File: config.mk
export PLATFORM = sky130hd
export DESIGN_NAME = sayac_kuyruk
export DESIGN_NICKNAME = d
export VERILOG_FILES = /design/src/rtl/sayac_kuyruk.sv
export SDC_FILE = /design/constraint.sdc
export NUM_CORES = 1
export LEC_CHECK = 0
export CAP_MARGIN = 20
export CORE_ASPECT_RATIO = 1.5
export CORE_UTILIZATION = 58
export DETAILED_ROUTE_END_ITERATION = 16
export PLACE_DENSITY = 0.84
export SLEW_MARGIN = 20
export SYNTH_ARGS = -nofsm -noshare
export SYNTH_HDL_FRONTEND = slang
export SYNTH_SLANG_ARGS = --single-unit
File: constraint.sdc
create_clock -name saat -period 7.5 [get_ports saat]
set_input_delay 1.875 -clock saat [delete_from_list [all_inputs] [get_ports saat]]
set_output_delay 1.875 -clock saat [all_outputs]
set_load 0.02 [all_outputs]
File: src/rtl/sayac_kuyruk.sv
// sayac_kuyruk
// Buffers result pulses from an upstream counter in a small circular FIFO
// and replays them, one job at a time, as start commands to a downstream
// counter. A new job is issued only after the previous one has reported
// completion, so the two stages are decoupled without losing results.
//
// Optional feature macro: SAYAC_KUYRUK_DONUSUM_EN
//   defined   : cikis_yon = ~yon, cikis_miktar = saturating miktar+1
//   undefined : fields pass through unchanged
//
// Parameters:
//   DERINLIK               FIFO depth in entries (power of 2, >= 2)
// Ports:
//   saat                   clock, rising edge
//   reset_n                synchronous active-low reset
//   giris_hazir            upstream done pulse (push request)
//   giris_sonuc[7:0]       upstream result
//   giris_yon              upstream direction (1 = up)
//   giris_miktar[2:0]      upstream step size
//   hedef_mesgul           downstream counter busy
//   hedef_hazir            downstream counter done pulse
//   cikis_basla            one-cycle start pulse to downstream
//   cikis_baslangic_degeri start value, held until next issue
//   cikis_yon              direction, held until next issue
//   cikis_miktar[2:0]      step, held until next issue
//   bos / dolu             FIFO empty / full
//   sayi                   FIFO occupancy
//   tasma                  sticky overflow flag
//   tamamlanan[7:0]        finished downstream jobs (wrapping)

module sayac_kuyruk #(
  parameter int DERINLIK = 4
) (
  input  logic                      saat,
  input  logic                      reset_n,
  input  logic                      giris_hazir,
  input  logic [7:0]                giris_sonuc,
  input  logic                      giris_yon,
  input  logic [2:0]                giris_miktar,
  input  logic                      hedef_mesgul,
  input  logic                      hedef_hazir,
  output logic                      cikis_basla,
  output logic [7:0]                cikis_baslangic_degeri,
  output logic                      cikis_yon,
  output logic [2:0]                cikis_miktar,
  output logic                      bos,
  output logic                      dolu,
  output logic [$clog2(DERINLIK):0] sayi,
  output logic                      tasma,
  output logic [7:0]                tamamlanan
);

  localparam int AW = $clog2(DERINLIK);
  localparam logic [AW-1:0] PTR_ONE  = 1;
  localparam logic [AW:0]   CNT_ONE  = 1;
  localparam logic [AW:0]   CNT_FULL = (AW+1)'(DERINLIK);

  typedef enum logic [1:0] {BOSTA, BASLAT, BEKLE} durum_t;

  durum_t        state_reg, state_next;

  // Entry layout: {sonuc[7:0], yon, miktar[2:0]}
  logic [11:0]   mem_reg [DERINLIK];
  logic [AW-1:0] wr_ptr_reg, rd_ptr_reg;
  logic [AW:0]   sayi_reg, sayi_next;
  logic          bos_reg, dolu_reg, tasma_reg;
  logic          basla_reg;
  logic [7:0]    deger_reg;
  logic          yon_reg;
  logic [2:0]    miktar_reg;
  logic [7:0]    tamamlanan_reg;

  logic          pop, push, overflow;
  logic [11:0]   head;
  logic          yon_next;
  logic [2:0]    miktar_next;

  assign head = mem_reg[rd_ptr_reg];

  // Issue only from idle with something queued and the target free.
  // A pop on the same edge frees a slot, so a push into a full FIFO is
  // still accepted then.
  always_comb begin
    pop      = (state_reg == BOSTA) && !bos_reg && !hedef_mesgul;
    push     = giris_hazir && (!dolu_reg || pop);
    overflow = giris_hazir && dolu_reg && !pop;
  end

  always_comb begin
    sayi_next = sayi_reg;
    case ({push, pop})
      2'b10:   sayi_next = sayi_reg + CNT_ONE;
      2'b01:   sayi_next = sayi_reg - CNT_ONE;
      default: sayi_next = sayi_reg;
    endcase
  end

  // Field transform applied to the head entry on issue
  always_comb begin
`ifdef SAYAC_KUYRUK_DONUSUM_EN
    yon_next    = ~head[3];
    miktar_next = (head[2:0] == 3'd7) ? 3'd7 : head[2:0] + 3'd1;
`else
    yon_next    = head[3];
    miktar_next = head[2:0];
`endif
  end

  always_comb begin
    state_next = state_reg;
    case (state_reg)
      BOSTA:   if (pop) state_next = BASLAT;
      BASLAT:  state_next = BEKLE;
      BEKLE:   if (hedef_hazir) state_next = BOSTA;
      default: state_next = BOSTA;
    endcase
  end

  // Storage array is not reset; pointers/occupancy define validity.
  always_ff @(posedge saat) begin
    if (reset_n && push) begin
      mem_reg[wr_ptr_reg] <= {giris_sonuc, giris_yon, giris_miktar};
    end
  end

  always_ff @(posedge saat) begin
    if (!reset_n) begin
      state_reg      <= BOSTA;
      wr_ptr_reg     <= '0;
      rd_ptr_reg     <= '0;
      sayi_reg       <= '0;
      bos_reg        <= 1'b1;
      dolu_reg       <= 1'b0;
      tasma_reg      <= 1'b0;
      basla_reg      <= 1'b0;
      deger_reg      <= '0;
      yon_reg        <= 1'b0;
      miktar_reg     <= '0;
      tamamlanan_reg <= '0;
    end else begin
      state_reg <= state_next;
      sayi_reg  <= sayi_next;
      bos_reg   <= (sayi_next == '0);
      dolu_reg  <= (sayi_next == CNT_FULL);
      basla_reg <= pop;
      if (push) wr_ptr_reg <= wr_ptr_reg + PTR_ONE;
      if (pop) begin
        rd_ptr_reg <= rd_ptr_reg + PTR_ONE;
        deger_reg  <= head[11:4];
        yon_reg    <= yon_next;
        miktar_reg <= miktar_next;
      end
      if (overflow) tasma_reg <= 1'b1;
      // Done pulses outside BEKLE belong to no job of ours and are ignored
      if (state_reg == BEKLE && hedef_hazir) tamamlanan_reg <= tamamlanan_reg + 8'd1;
    end
  end

  assign cikis_basla            = basla_reg;
  assign cikis_baslangic_degeri = deger_reg;
  assign cikis_yon              = yon_reg;
  assign cikis_miktar           = miktar_reg;
  assign bos                    = bos_reg;
  assign dolu                   = dolu_reg;
  assign sayi                   = sayi_reg;
  assign tasma                  = tasma_reg;
  assign tamamlanan             = tamamlanan_reg;

endmodule

Word-level counts from Yosys, hierarchy flattened:

Memories as Yosys holds them, arrays and structs flattened. A register that Yosys moved wholly into a read port is not among the register bits.
Index checks and enable logic that the tools add are counted.

* register bits after elaboration: 21
* RAM bits: 48
* bits of input ports: 17
* word-level logic and storage cells: 44
* memories kept: 1

Memory list
* mem_reg: words 4, bits a word 12, read ports 1, clocked after Yosys merged registers in 1, write ports 1, RTL line 63 `logic [11:0] mem_reg [DERINLIK];`

* add/subtract/negate cells: 5
* equal/unequal tests: 7
* multiplexer cells: 6
* reduce and logical (&&, ||, !) cells: 16

Operators by type and width (count)
* 8-bit by 1-bit adder with 8-bit output, second input constant: 1
* 1-bit logical AND: 7
* 2-bit case mux with 3 select lines: 1
* 3-bit case mux with 2 select lines: 1
* 1-bit zero test: 5
* 2-bit by 1-bit adder with 2-bit output, second input constant: 2
* 2-bit by 1-bit == test with 1-bit output, second input constant: 2
* 2-bit == test, second input constant: 2
* 2-bit 2-to-1 mux: 2
* 2-bit != test, second input constant: 2
* 3-bit by 1-bit adder with 3-bit output, second input constant: 1
* 3-bit == test, second input constant: 1
* 3-bit zero test: 1
* 3-bit by 1-bit subtractor with 3-bit output, second input constant: 1
* 2-bit zero test: 1
* 1-bit 2-to-1 mux: 2
* 2-bit AND reduction: 1
* 1-bit logical OR: 1

Longest topological paths before layout:

Gate-level depths: netlist of run 1.

* depth after elaboration: 8
* depth in mapped cells: 9

Worst setup path after synthesis of run 1:

Ideal clock, no wire load.

* path kind: input to register
* from: in hedef_mesgul
* to: reg bos_reg (netlist: bos)
* arrival: 3.988 ns
* required time: 7.384 ns
* path slack: 3.396 ns
* stages: 9
* cells stage by stage: or4_1 buf_4 a21boi_4 inv_1 ha_1 fa_1 xnor2_1 or3_1 a31o_2

* word-level cells in the longest chain between the ends: 7

Ends and longest elaborated chain
* from (decl): RTL line 40 `input logic hedef_mesgul,`
* 1-bit zero test *: RTL line 84 `pop = (state_reg == BOSTA) && !bos_reg && !hedef_mesgul;`
* 1-bit logical AND *: RTL line 84
* 1-bit logical OR: RTL line 85 `push = giris_hazir && (!dolu_reg || pop);`
* 1-bit logical AND: RTL line 85
* 2-bit by 1-bit == test with 1-bit output / 2-bit == test (equally long branches): RTL line 91 `case ({push, pop})`
* 3-bit case mux with 2 select lines *: RTL line 91
* 3-bit zero test *: RTL line 143 `bos_reg <= (sayi_next == '0);`
* to (signal assigned): RTL line 143
* to (decl): RTL line 66 `logic bos_reg, dolu_reg, tasma_reg;`

Mark *: on every way between the ends. The rest lies on a longest branch, timed or not.
A chain may end at the register's enable or synchronous reset.

Worst setup path in the final report of run 1:

Ends and elaborated chain as after synthesis.

==> impl_metrics.csv, run 1 <==
group,metric,value,unit
setup_path,critPathKind,"primary input to flip-flop",
final_layout,fin_util,73.04,%
placed_design,place_hpwl,3618,µm
final_layout,largest_reg_flops,48,
sta,hold_viol_final,0,
setup_path,worstSetupEndpointType,"flip-flop",
sta,worst_slew_pin_slew,0.8898,ns
die,start_util,60.27,%
synthesis,ys_top_cells_by_count,"edfxtp_1, dfxtp_1, nand2_1",
placed_design,gp_congestion,0.7968,
detailed_routing,drcViolationCount,0,
final_layout,antennaDiodeCount,0,
detailed_routing,viasPerCell,5.537,
synthesis,ys_top_cells_by_area,"edfxtp_1, dfxtp_1, mux4_2, nand2_1, a21oi_1",
synthesis,netlist_instances,221,
sta,slew_headroom,40.60,%
setup_path,crit_path_cell_trace,"clkdlybuf4s50_1 -> or4_1 -> a21boi_4 -> inv_1 -> ha_1 -> fa_1 -> xnor2_1 -> or3_1 -> a31o_2",
min_path,whs_path_depth,2,
power_and_ir_drop,p_total,1.011,mW
setup_path,crit_slowest_cell,"or4_1",
die,die_x,61.82,µm
clock_tree,cts_tree,"yes",
sta,fin_crit_sh,61.10,%
detailed_routing,ant_nets,0,
detailed_routing,dr.pass1.iters,4,
grt,grt_max_degree,30,
min_path,hold_class,"flip-flop to flip-flop",
setup_path,crit_fanout,19,
run,drv_cap,0,
setup_path,crit_path_start_kind,"primary input",
final_layout,nNetsFinal,288,
synthesis,ys.flop_type,"edfxtp_1",
setup_path,reg2reg_from,"state_reg[1]$_SDFFE_PN0P_",
detailed_routing,drtIter0Drc,58,
detailed_routing,topRoutingLayerUsed,"met4",
setup_path,cp_slowest_stage_delay,0.75,ns
setup_path,ff2ff_path_depth,8,
synthesis,yosysWarnings,0,
synthesis,synth-seq-cells,81,
final_layout,num-fill-cells,336,
final_layout,drive_above_1_share,11.90,%
min_path,hp-start,"cikis_baslangic_degeri[1]$_SDFFE_PN0P_",
grt,gr-total-overflow,0,
sta,grt_setup_unrepaired,"false",
detailed_routing,vias,1866,
setup_path,arrival,4.81,ns
synthesis,synth_area_leader_cell,"edfxtp_1",
clock_tree,h-tree-depth,3,
die,die_h,91.73,µm
detailed_routing,wl_met2,2875,µm
clock_tree,cts_inserted_buffers,9,
clock_tree,clkLatencyLatePin,0.34,ns
clock_tree,postCtsSetupBuffers,0,
power_and_ir_drop,ir_worst_vdd,0.2570,mV
detailed_routing,wl,5334,µm
detailed_routing,wl_met3,184,µm
die,core,0.005165,mm²
synthesis,synth_top_area_share,46.30,%
clock_tree,post_cts_resized,0,
clock_tree,clk_pin_slew,0.08,ns
sta,final_max_slew_viol_count,0,
clock_tree,clockBufferDepth,2,
grt,grt_antenna_before_repair,0,
setup_path,critPathRequiredTime,7.73,ns
detailed_routing,wl_met1,2181,µm
die,ios,44,
sta,skew,0.007410,ns
synthesis,avgSynthCellArea,14.09,µm²
sta,tns,0,ns
clock_tree,cts_sinks,81,
grt,grt_pass1_wl,8535,µm
synthesis,syn_area,0.003113,mm²
power_and_ir_drop,p_per_area,268.1,mW/mm²
synthesis,synthArstFlopShare,0,%
detailed_routing,routedWlPerCell,15.83,µm
placed_design,port_buffers,43,
min_path,hold_end,"cikis_baslangic_degeri[1]$_SDFFE_PN0P_",
die,placementRows,32,
synthesis,yosysMostFrequentCell,"edfxtp_1",
synthesis,synth_seq_area_share,67.52,%
grt,first_global_vias,1821,
synthesis,synth_edf_count,48,
sta,fin_crit,4.582,ns
sta,setup_violations,0,
grt,gr-usage-all-layers,21.65,%
synthesis,ys_types,31,
final_layout,area_delta_synth_final,21.18,%
clock_tree,cts_hold_buffers,0,
die,design.die.area,0.005670,mm²
sta,max_freq,0.2182,GHz
power_and_ir_drop,leakagePower,1.284,nW
setup_path,rr_endpoint,"bos$_SDFF_PN1_",
final_layout,register_area,0.002102,mm²
clock_tree,cts_root_buf,"clkbuf_8",
outcome,status,"completed",
final_layout,multi_input_area,933.4,µm²
setup_path,rrSetupSlack,4.40,ns
synthesis,synth_nets,245,
stage by stage:
stage / hold WS [ns] / cells / area [µm²] / setup WS [ns]
6_report: 0.4601 / 337 / 3772 / 2.918
5_1_grt: 0.4751 / 337 / 3772 / 2.769
4_1_cts: 0.4626 / 337 / 3772 / 2.931
3_5_place_dp: 0.4511 / 321 / 3577 / 2.579
3_3_place_gp: 0.4499 / 321 / 3577 / 2.654
2_1_floorplan: 0.4677 / 221 / 3113 / 3.396
area by class of cell:
type                    count  share of cell area (%)
flip-flops and latches     81                   55.72
multi-input cells         122                   24.74
repair buffers             43                   11.41
clock buffers              10                   3.648
well taps                  68                   2.255
clock inverters             6                   1.526
inverters                   7                  0.6965
cell families after synthesis:
kind of cell	Yosys count	share of synthesized area (%)
buffers and inverters	18	2.492
XOR/XNOR	5	1.407
AND/OR/NAND/NOR	63	9.485
flip-flops	81	67.52
multiplexers	18	10.61
AO/OA/AOI/OAI	29	5.426
adder cells (fa/ha/maj)	7	3.055
how the worst max path moves through the flow:
stage                       startpoint             end  slack (ns)  depth (start not counted)
after global placement    hedef_mesgul  bos$_SDFF_PN1_        2.65                          9
final                     hedef_mesgul  bos$_SDFF_PN1_        2.92                          9
after global routing      hedef_mesgul  bos$_SDFF_PN1_        2.77                          9
after floorplan           hedef_mesgul  bos$_SDFF_PN1_        3.40                          9
after detailed placement  hedef_mesgul  bos$_SDFF_PN1_        2.58                          9
after CTS                 hedef_mesgul  bos$_SDFF_PN1_        2.93                          9
routing by layer:
layer	global-route usage, %	vias up
li1	-	891
met1	25.73	918
met2	35.57	50
met3	6.065	7
met4	9.444	0
met5	0	-
where the power goes:
group / total, mW / switching (mW) / internal (mW)
Combinational: 0.173 / 0.0843 / 0.0884
Sequential: 0.532 / 0.0304 / 0.502
Clock: 0.307 / 0.146 / 0.160
Total: 1.01 / 0.261 / 0.751
placed cells by master, fill, tap and decap left out, types with 10 or more instances in the layout:
cell type,count
edfxtp_1,48
clkbuf_8,10
a21oi_1,19
clkdlybuf4s50_1,43
mux4_2,12
nand2_1,31
dfxtp_1,33
nor2_1,11
critical path: cells and delay by family:
kind                       cells  cell delay [ns]
buffers and inverters          2             0.47
AOI/OAI and AO/OA              2             0.60
adders and majority gates      2             0.60
xor gates and xnor gates       1             0.15
and+or+nand+nor                2             1.11
No activity file was read; power rests on OpenSTA's default activity.
==> inputs of run 2 (changes only) <==
--- a/config.mk
+++ b/config.mk
@@ -7,9 +7,9 @@
 export LEC_CHECK = 0
 export CAP_MARGIN = 20
 export CORE_ASPECT_RATIO = 1.5
-export CORE_UTILIZATION = 58
+export CORE_UTILIZATION = 48
 export DETAILED_ROUTE_END_ITERATION = 16
-export PLACE_DENSITY = 0.84
+export PLACE_DENSITY = 0.74
 export SLEW_MARGIN = 20
 export SYNTH_ARGS = -nofsm -noshare
 export SYNTH_HDL_FRONTEND = slang
==> constraint.sdc (replaced) <==
create_clock -name saat -period 4.1 [get_ports saat]
set_input_delay 1.025 -clock saat [delete_from_list [all_inputs] [get_ports saat]]
set_output_delay 1.025 -clock saat [all_outputs]
set_load 0.02 [all_outputs]
==> run 2 against run 1 <==
  * Power increased by 87%
  * First-iteration DRC count is 110% higher
  * Critical path depth stayed put
  * Sequential share of layout area decreased by 0.44 points
  * Wire length fell by 2.8%
  * Combinational power increased by 83%
  * Cell count up 2.1%
  * Die area rose by 20%
  * Critical path type unchanged
  * Critical endpoint unchanged
  * Highest routed layer unchanged
==> impl_metrics.csv, run 2 (synthesis gave the netlist of run 1 again) <==
group,metric,value,unit
outcome,status,"completed",
sta,final_max_slew_viol_count,0,
clock_tree,cts_hold_buffers,0,
final_layout,nNetsFinal,289,
placed_design,place_area,0.003592,mm²
detailed_routing,vias,1806,
detailed_routing,viasPerCell,5.250,
final_layout,stdcell_count,344,
power_and_ir_drop,p_per_area,498.1,mW/mm²
clock_tree,cts_tree,"yes",
clock_tree,h-tree-depth,3,
die,placementRows,35,
placed_design,gp_congestion,0.7092,
clock_tree,cts_root_buf,"clkbuf_8",
placed_design,dp_slack,0.4340,ns
setup_path,worstSetupEndpointType,"flip-flop",
power_and_ir_drop,internal-power,1.422,mW
grt,grt_antenna_before_repair,0,
grt,grt_pass1_wl,8211,µm
grt,first_global_vias,1771,
sta,slew_headroom,41.55,%
sta,setup_violations,0,
final_layout,register_area,0.002102,mm²
die,die_h,100.6,µm
setup_path,arrival,3.56,ns
min_path,hold_class,"flip-flop to flip-flop",
sta,worst_slew_pin_slew,0.8756,ns
power_and_ir_drop,p_sw,0.4724,mW
clock_tree,clk_pin_slew,0.08,ns
clock_tree,cts_inserted_buffers,9,
final_layout,drive_above_1_share,11.85,%
setup_path,crit_fanout,7,
die,start_util,50.06,%
power_and_ir_drop,switching_share,24.94,%
placed_design,place_inst,328,
sta,fin_crit_sh,81.16,%
clock_tree,clkLatencyLatePin,0.34,ns
die,die_x,67.76,µm
detailed_routing,dr.pass1.iters,5,
setup_path,crit_path_cell_trace,"clkdlybuf4s50_1 -> or4_1 -> a21boi_4 -> inv_1 -> ha_1 -> fa_1 -> xnor2_1 -> or3_1 -> a31o_2",
power_and_ir_drop,clkPwrFrac,31.9,%
final_layout,final_common_cell,"edfxtp_1",
detailed_routing,ant_nets,0,
power_and_ir_drop,comb_power_share,16.7,%
clock_tree,postCtsSetupBuffers,0,
power_and_ir_drop,seq_power_share,51.4,%
sta,tns,0,ns
sta,skew,0.004891,ns
setup_path,crit_slowest_cell,"or4_1",
sta,hold_viol_final,0,
die,core,0.006218,mm²
grt,gr-usage-all-layers,17.32,%
setup_path,crit_path_start_kind,"primary input",
sta,worst_slack,0.7725,ns
setup_path,cp_slowest_stage_delay,0.48,ns
grt,gr-total-overflow,0,
setup_path,critPathRequiredTime,4.33,ns
final_layout,num-fill-cells,508,
final_layout,antennaDiodeCount,0,
clock_tree,post_cts_resized,0,
placed_design,place_hpwl,3546,µm
setup_path,critPathKind,"primary input to flip-flop",
sta,max_freq,0.3005,GHz
die,design.die.area,0.006818,mm²
final_layout,layout_common_cells,"edfxtp_1, clkdlybuf4s50_1, dfxtp_1",
final_layout,area_delta_synth_final,22.15,%
detailed_routing,drtIter0Drc,122,
power_and_ir_drop,leakagePower,1.289,nW
sta,grt_setup_unrepaired,"false",
grt,grt_max_degree,30,
run,drv_cap,0,
detailed_routing,routedWlPerCell,15.08,µm
detailed_routing,drcViolationCount,0,
final_layout,fin_util,61.15,%
clock_tree,clockBufferDepth,2,
detailed_routing,wl,5187,µm
placed_design,port_buffers,43,
final_layout,stdcell_area,0.003802,mm²
final_layout,largest_reg_flops,48,
clock_tree,cts_sinks,81,
final_layout,multi_input_area,933.4,µm²
sta,fin_crit,3.327,ns
die,ios,44,
power_and_ir_drop,ir_worst_vdd,0.2686,mV
-- run 2: power groups by stage --
stage / combinational, mW / sequential [mW] / clock [mW]
6_report: 0.316 / 0.973 / 0.605
5_1_grt: 0.346 / 0.982 / 0.651
4_1_cts: 0.320 / 0.975 / 0.621
3_5_place_dp: 0.319 / 0.993 / 0
3_3_place_gp: 0.313 / 0.991 / 0
2_1_floorplan: 0.189 / 1.00 / 0
-- run 2: final cells by class --
type / count / area share, %
Clock buffer: 10 / 3.356
Clock inverter: 6 / 2.172
Inverter: 7 / 0.6910
Multi-Input combinational cell: 122 / 24.55
Sequential cell: 81 / 55.28
Tap cell: 74 / 2.435
Timing Repair Buffer: 44 / 11.52
-- run 2: worst max-delay path, delay by kind of cell --
| kind | cells | cell delay (ns) |
|---|---|---|
| xor+xnor | 1 | 0.14 |
| fa+ha+maj | 2 | 0.59 |
| compound gates | 2 | 0.50 |
| buf+inv | 2 | 0.46 |
| simple gates | 2 | 0.83 |
-- run 2: stage by stage --
step	total power [mW]	hold WS, ns
after floorplan	1.193	0.4677
after global placement	1.304	0.4481
after detailed placement	1.312	0.4505
after CTS	1.916	0.4681
after global routing	1.980	0.4859
final	1.894	0.4675
-- run 2: final timing paths --
kind,start,end,slack (ns),depth (start not counted)
setup reg to reg,state_reg[1]$_SDFFE_PN0P_,bos$_SDFF_PN1_,1.37,8
hold reg to reg,cikis_baslangic_degeri[3]$_SDFFE_PN0P_,cikis_baslangic_degeri[3]$_SDFFE_PN0P_,0.47,2
setup / recovery,hedef_mesgul,bos$_SDFF_PN1_,0.77,9
hold / removal,cikis_baslangic_degeri[3]$_SDFFE_PN0P_,cikis_baslangic_degeri[3]$_SDFFE_PN0P_,0.47,2
-- run 2: layer usage --
metal | wire length (µm) | global-route usage [%] | vias up
met5 | 0 | 0 | -
met4 | 87 | 9.820 | 0
met3 | 182 | 4.751 | 5
met2 | 2768 | 28.71 | 43
met1 | 2149 | 19.48 | 864
li1 | - | - | 894
